**src/rtl/ex_operand_stage.sv**
```systemverilog
// rtl/ex_operand_stage.sv - ID/EX latch, MEM/WB operand forwarding, load-use hazard and stall counter
module ex_operand_stage #(
    parameter int WORD_W = 32,
    parameter int REG_W  = 5,
    parameter int OP_W   = 4,
    parameter int CNT_W  = 16
) (
    input  logic              CLK,
    input  logic              nRST,
    input  logic              id_valid,
    input  logic [OP_W-1:0]   id_aluop,
    input  logic [REG_W-1:0]  id_rs,
    input  logic [REG_W-1:0]  id_rt,
    input  logic              id_uses_rt,
    input  logic [WORD_W-1:0] id_rdat1,
    input  logic [WORD_W-1:0] id_rdat2,
    input  logic [WORD_W-1:0] id_imm,
    input  logic              id_alusrc,
    input  logic              id_shift,
    input  logic [4:0]        id_shamt,
    input  logic [REG_W-1:0]  id_wsel,
    input  logic              id_regwen,
    input  logic              id_memread,
    input  logic              mem_regwen,
    input  logic [REG_W-1:0]  mem_wsel,
    input  logic [WORD_W-1:0] mem_wdat,
    input  logic              wb_regwen,
    input  logic [REG_W-1:0]  wb_wsel,
    input  logic [WORD_W-1:0] wb_wdat,
    input  logic              ex_stall,
    input  logic              flush,
    output logic [WORD_W-1:0] alu_a,
    output logic [WORD_W-1:0] alu_b,
    output logic [OP_W-1:0]   alu_aluop,
    output logic              ex_valid,
    output logic              ex_regwen,
    output logic              ex_memread,
    output logic [REG_W-1:0]  ex_wsel,
    output logic [WORD_W-1:0] ex_store_dat,
    output logic              hazard_stall,
    output logic [CNT_W-1:0]  stall_count
);

    localparam logic [OP_W-1:0] ALU_SLL = '0;

    logic              valid_q;
    logic              regwen_q;
    logic              memread_q;
    logic [OP_W-1:0]   aluop_q;
    logic [REG_W-1:0]  rs_q;
    logic [REG_W-1:0]  rt_q;
    logic [WORD_W-1:0] rdat1_q;
    logic [WORD_W-1:0] rdat2_q;
    logic [WORD_W-1:0] imm_q;
    logic              alusrc_q;
    logic              shift_q;
    logic [4:0]        shamt_q;
    logic [REG_W-1:0]  wsel_q;
    logic [CNT_W-1:0]  cnt_q;

    logic [WORD_W-1:0] fwd_rs;
    logic [WORD_W-1:0] fwd_rt;

    // Operand bypass: MEM beats WB, register 0 always reads the latched value
    always_comb begin
        fwd_rs = rdat1_q;
        if (mem_regwen && (mem_wsel == rs_q) && (rs_q != '0))
            fwd_rs = mem_wdat;
        else if (wb_regwen && (wb_wsel == rs_q) && (rs_q != '0))
            fwd_rs = wb_wdat;

        fwd_rt = rdat2_q;
        if (mem_regwen && (mem_wsel == rt_q) && (rt_q != '0))
            fwd_rt = mem_wdat;
        else if (wb_regwen && (wb_wsel == rt_q) && (rt_q != '0))
            fwd_rt = wb_wdat;
    end

    // Operand muxing and control outputs; control is masked when the slot is empty
    always_comb begin
        alu_a        = shift_q ? {{(WORD_W-5){1'b0}}, shamt_q} : fwd_rs;
        alu_b        = alusrc_q ? imm_q : fwd_rt;
        ex_store_dat = fwd_rt;
        alu_aluop    = aluop_q;
        ex_valid     = valid_q;
        ex_regwen    = valid_q & regwen_q;
        ex_memread   = valid_q & memread_q;
        ex_wsel      = wsel_q;
        stall_count  = cnt_q;
    end

    // Load in EX whose result the instruction in ID needs; flush cancels the request
    always_comb begin
        hazard_stall = ex_valid & ex_memread & (ex_wsel != '0) & id_valid &
                       ((id_rs == ex_wsel) | (id_uses_rt & (id_rt == ex_wsel))) &
                       ~flush;
    end

    // ID/EX latch: flush, then hold (refreshing read data), then bubble, then capture
    always_ff @(posedge CLK or negedge nRST) begin
        if (!nRST) begin
            valid_q   <= 1'b0;
            regwen_q  <= 1'b0;
            memread_q <= 1'b0;
            aluop_q   <= ALU_SLL;
            rs_q      <= '0;
            rt_q      <= '0;
            rdat1_q   <= '0;
            rdat2_q   <= '0;
            imm_q     <= '0;
            alusrc_q  <= 1'b0;
            shift_q   <= 1'b0;
            shamt_q   <= '0;
            wsel_q    <= '0;
        end else if (flush) begin
            valid_q   <= 1'b0;
            regwen_q  <= 1'b0;
            memread_q <= 1'b0;
        end else if (ex_stall) begin
            rdat1_q   <= fwd_rs;
            rdat2_q   <= fwd_rt;
        end else if (hazard_stall) begin
            valid_q   <= 1'b0;
            regwen_q  <= 1'b0;
            memread_q <= 1'b0;
        end else begin
            valid_q   <= id_valid;
            regwen_q  <= id_regwen;
            memread_q <= id_memread;
            aluop_q   <= id_aluop;
            rs_q      <= id_rs;
            rt_q      <= id_rt;
            rdat1_q   <= id_rdat1;
            rdat2_q   <= id_rdat2;
            imm_q     <= id_imm;
            alusrc_q  <= id_alusrc;
            shift_q   <= id_shift;
            shamt_q   <= id_shamt;
            wsel_q    <= id_wsel;
        end
    end

    // Saturating count of cycles in which a bubble is actually inserted
    always_ff @(posedge CLK or negedge nRST) begin
        if (!nRST)
            cnt_q <= '0;
        else if (hazard_stall && !ex_stall && (cnt_q != {CNT_W{1'b1}}))
            cnt_q <= cnt_q + 1'b1;
    end

endmodule

```
**config.mk**
```make
export PLATFORM = sky130hd
export DESIGN_NAME = ex_operand_stage
export DESIGN_NICKNAME = d
export VERILOG_FILES = /design/src/rtl/ex_operand_stage.sv
export SDC_FILE = /design/constraint.sdc
export NUM_CORES = 1
export LEC_CHECK = 0
export ABC_AREA = 0
export CAP_MARGIN = 20
export CORE_AREA = 2 2 152 154
export CTS_BUF_LIST = sky130_fd_sc_hd__clkbuf_8
export DETAILED_ROUTE_END_ITERATION = 7
export DIE_AREA = 0 0 154 156
export PLACE_DENSITY = 0.79
export SYNTH_ARGS = -nofsm -noshare
export SYNTH_HDL_FRONTEND = slang
export SYNTH_SLANG_ARGS = --single-unit
```
**constraint.sdc**
```tcl
create_clock -name CLK -period 3.65 [get_ports CLK]
set_clock_uncertainty 0.1 [all_clocks]
set_input_delay 1.095 -clock CLK [delete_from_list [all_inputs] [get_ports CLK]]
set_output_delay 1.095 -clock CLK [all_outputs]
set_load 0.1 [all_outputs]
```
# Yosys cells after proc, flatten, opt, wreduce, memory -nomap -nowiden

Index checks and enable logic that the tools add are counted.

Register bits after elaboration: 141
Output and inout port bits: 125
Word-level logic and storage cells: 71
Bits of input ports: 206

$add $sub $neg: 1
Equal/unequal tests: 9
Reductions and logical operators: 16
Multiplexer cells: 19
Bitwise operators: 12

Operators by type and width:

| operator              | count |
|---|---|
| $mux 32               | 10 |
| $eq 5x5->1            | 6 |
| $add 16x1->16 const B | 1 |
| $ne 16x16->1 const B  | 1 |
| $reduce_bool 5->1     | 3 |
| $logic_and 1x1->1     | 10 |
| $mux 1                | 9 |
| $and 1x1->1           | 8 |
| $not 1->1             | 3 |
| $reduce_and 3->1      | 1 |
| $ne 2x1->1 const B    | 1 |
| $ne 2x2->1 const B    | 1 |
| $reduce_and 2->1      | 1 |
| $logic_not 1->1       | 1 |
| $or 1x1->1            | 1 |

# Logic depth before layout (Yosys ltp)

Depth in word-level cells: 9
Depth in mapped cells: 9
Mapped depth without buffers: 7

# Worst setup path before layout

Ideal clock, no wire load.

Path kind: input -> output
Start: input port wb_wsel[3]
End: output port alu_a[0]
Arrival: 4.443 ns
Buffers on the path: 1
Setup slack: -1.988 ns
Required time: 2.455 ns
Stages on the path: 7
Path through: xor2_1 > nor4_1 > o21ai_0 > clkbuf_1 > o311ai_0 > o21ai_0 > o21ai_0

Cells in the longest elaborated chain, start to end: 6

Ends and longest elaborated chain:

| item                            | RTL line | RTL |
|---|---|---|
| start, declared                 | 28       | `input logic [REG_W-1:0] wb_wsel,` |
| $eq 5x5->1                      | 69       | `else if (wb_regwen && (wb_wsel == rs_q) && (rs_q != '0))` |
| $logic_and 1x1->1 (2 in series) | 69       |  |
| $mux 32                         | 69       |  |
| $mux 32                         | 67       | `if (mem_regwen && (mem_wsel == rs_q) && (rs_q != '0))` |
| $mux 32                         | 81       | `alu_a = shift_q ? {{(WORD_W-5){1'b0}}, shamt_q} : fwd_rs;` |
| end, declared                   | 32       | `output logic [WORD_W-1:0] alu_a,` |

No other way between the ends.

# Final worst setup path

Start: register rs_q[1]
End: output port alu_a[3]

Cells in the longest elaborated chain, start to end: 6
Elaborated cells between the ends (all ways): 10
Classes of those cells: 2 x eq/ne; 3 x mux; 5 x reduce/logical

Ends and longest elaborated chain:

| item                            | RTL line | RTL |
|---|---|---|
| start, declared                 | 50       | `logic [REG_W-1:0] rs_q;` |
| start signal, assigned          | 131      | `rs_q <= id_rs;` |
| $eq 5x5->1                      | 69       |  |
| $logic_and 1x1->1 (2 in series) | 69       |  |
| $mux 32                         | 69       |  |
| $mux 32 *                       | 67       |  |
| $mux 32 *                       | 81       |  |

Mark *: on every way between the ends. The rest lies on a longest branch, timed or not.

==> reports/metrics.csv <==
stage;metric;value;unit
status;status;finished, violations left;
status;failing checks;negative setup slack;
detailed_routing;drt initial violations;1196;
synthesis;Cell variety after synth;52;
grt;vias in the first global route;12558;
floorplan;Die ar.;24000;um2
timing;Slew Viols, Final;0;
worst_setup_path;Worst EP arrival;3100;ps
power;VDD IR max;0.309;mV
synthesis;FF+latch count, synth;141;
floorplan;I/O pins;331;
run;number of max-cap violations;0;
synthesis;prevailing post-synth register cell;dfrtp_1;
min_path;hold crit path type;in -> async;
worst_setup_path;R2R depth;7;
power;total power;9290;uW
synthesis;Avg Cell Area, Syn;9.38;um2
placed_design;Port-buffer cells;330;
timing;final setup TNS;-50390;ps
clocking;clk slew on worst S/H paths;90;ps
worst_setup_path;Critical Path End Type;output pin;
timing;Fin. Hold Viols;0;
placed_design;GP Congestion;0.896;
worst_setup_path;Largest delay share family, worst path;simple AND/OR/NAND/NOR gates;
final_layout;final core occ;86.0;%
synthesis;Yosys top cell area share;37.2;%
clocking;CTS Buf Count;17;
worst_setup_path;Most common cell on crit path;buf_12;
synthesis;Synth top cells by count;141 x dfrtp_1, 91 x mux2_2, 75 x clkbuf_1, 74 x nand2_1, 72 x nor2_1;
timing;RSZ-0062 raised after global routing;yes;
synthesis;share of flip-flops with an asynchronous set or reset;100;%
grt;first-pass GRT wire length;76.5;mm
detailed_routing;post-route ant nets;0;
synthesis;synth top area cells;dfrtp_1 37%, mux2_2 11%, a31oi_2 4.0%;
grt;largest net degree at the start of global routing;70;
timing;count of final setup violators;96;
power;power per cell area;483;nW/um2
synthesis;Synth Warn #;0;
timing;Slew HR;52.6;%
detailed_routing;DRC viols;0;
final_layout;Area Growth Syn to Fin;102;%
clocking;# H-tree levels;4;
floorplan;DIE HEIGHT;156;um
clocking;CTS Buffer Depth;2;
worst_setup_path;crit start category;register;
synthesis;post-synthesis sequential area ratio;37.2;%
grt;total congestion overflow;0;
final_layout;Nets;1713;
clocking;clk sink count;141;
detailed_routing;post-DR vias/cell;6.61;
detailed_routing;wire length after detailed routing;52.0;mm
synthesis;mapped cell area;9500;um2
synthesis;Syn Nets;1219;
worst_setup_path;Crit Path Class;reg -> out;
power;Leakage;0.00774;uW
grt;Tot GR Track Use;42.0;%
final_layout;share of cells above drive strength 1;52.5;%
worst_setup_path;launching point of the worst reg2reg path;ex_wsel[1]$_DFFE_PN0P_;
grt;initial antenna violation count;3;
clocking;clk_lat worst skew;470;ps
floorplan;row count;55;
clocking;CTS Root Cell;clkbuf_8;
detailed_routing;DR WL/cell;28.7;um
synthesis;count leader, synth;dfrtp_1;
timing;Least-Margin Pin Slew;710;ps
worst_setup_path;crit path cell chain;or4_1, nor2_1, or4_4, buf_12, buf_8, nor2_2, a311oi_4, a21o_4, buf_12;
floorplan;Die W;154;um
timing;final setup margin;-648;ps
clocking;CTS tree;built;
worst_setup_path;WP data required;2450;ps
synthesis;EDFF count, synth;0;
floorplan;Initial Util;42.5;%
timing;Final min period;4300;ps
detailed_routing;detailed-route via count;11948;
clocking;Post-CTS Hold Buffers;0;
final_layout;Cell Count, Final, Fillers Out;1808;
detailed_routing;Pre-antenna DRT Iters;8;
floorplan;core box area;22400;um2
placed_design;DP Cell Count;1691;
placed_design;Final HPWL DP;28.2;mm
worst_setup_path;CP Max Fanout;8;
worst_setup_path;critical path's slowest cell;or4_1;
synthesis;Mapped Cells;1012;
timing;Tcrit/Tclk final;118;%
worst_setup_path;WP buf/inv;3;
worst_setup_path;Crit path largest cell delay;570;ps
synthesis;area leader, netlist;dfrtp_1;
final_layout;Layout fillers;1018;
timing;Max Fclk;233;MHz
worst_setup_path;flop-to-flop setup slack;640;ps
worst_setup_path;RR Endpoint;rdat2_q[16]$_DFFE_PN0P_;
[worst register-to-register path: stages, from the launching register on]
cell	delay [ps]
dfrtp_1	460
or4_1	600
o211ai_2	240
nand2b_4	190
buf_4	150
buf_4	520
nor4b_1	530
nor3b_2	90
[worst max-delay path by stage]
stage | from | to | slack [ps] | depth (start not counted)
final | rs_q[1]$_DFFE_PN0P_ | alu_a[3] | -650 | 9
after global placement | wb_wsel[1] | alu_a[0] | -1080 | 9
after floorplan | wb_wsel[2] | alu_b[10] | -810 | 6
after detailed placement | wb_wsel[1] | alu_a[26] | -1150 | 9
after global routing | rs_q[1]$_DFFE_PN0P_ | alu_a[3] | -700 | 9
after CTS | wb_wsel[0] | alu_b[28] | -580 | 9
[through the flow]
stage,hold WS [ps],worst slack [ps],cell area [um2]
after global placement,377,-1080,16300
after floorplan,381,-805,10800
after CTS,399,-577,19000
final,407,-648,19200
after detailed placement,397,-1150,16300
after global routing,397,-698,19200
[state kept, by name (all words and copies together), names as in the netlist]
signal and count:
imm_q 32, memread_q 1, rt_q 5, ex_valid 1, regwen_q 1, rdat2_q 32, ex_wsel 5, shift_q 1
alusrc_q 1, alu_aluop 4, shamt_q 5, rs_q 5, rdat1_q 32, stall_count 16
[logic make-up after synthesis]
group | count (synthesis) | synth area share, %
buf+inv | 108 | 5.30
mux | 91 | 10.8
flops | 141 | 37.2
xor+xnor | 45 | 4.23
simple gates | 351 | 21.7
fa+ha+maj | 1 | 0.132
compound gates | 275 | 20.7
[repair_timing]
item	CTS	global route
pin swaps	67	47
gates cloned	27	1
gates resized for setup	319	44
setup buffers	45	25
endpoints found under the setup margin	97	97
[where the power goes]
part / leakage (uW) / internal (uW) / switching (uW)
clock: 0.000198 / 647 / 725
combinational: 0.00589 / 2420 / 3480
sequential: 0.00164 / 1760 / 252
total: 0.00774 / 4830 / 4460
[layout make-up]
class / count / area, um2 / share of cell area [%]
multi-input combinational: 764 / 7770 / 40.4
timing repair buffer: 579 / 7140 / 37.1
sequential: 141 / 3540 / 18.4
tap: 285 / 357 / 1.85
clock buffer: 19 / 262 / 1.36
clock inverter: 13 / 141 / 0.735
inverter: 3 / 11.3 / 0.0586
antenna: 4 / 10.0 / 0.0521
[placed cells by master (no fill, tap or decap), types with 28 or more instances in the layout]
cell | Yosys | routed
a31oi_1 | 28 | 28
o21ai_4 | 0 | 54
nor4b_1 | 32 | 32
nand2_1 | 74 | 73
buf_6 | 9 | 44
or3_1 | 33 | 33
o22ai_1 | 33 | 32
a31oi_4 | 2 | 32
clkdlybuf4s50_1 | 0 | 180
or4_4 | 1 | 35
mux2_4 | 0 | 32
nor2_4 | 0 | 28
nor2_1 | 72 | 43
o311ai_4 | 0 | 30
mux2_2 | 91 | 59
buf_4 | 2 | 183
dfrtp_1 | 141 | 137
nor3_1 | 36 | 33
o211ai_1 | 31 | 31
o21ai_2 | 0 | 42
buf_12 | 0 | 125
[routing by layer]
layer,GRT usage (%),wire length (um)
met5,0,0
met4,26.2,3640
met3,9.81,4960
met2,70.6,25000
met1,48.7,18300
Note: power is estimated with default switching activity, not from simulation.
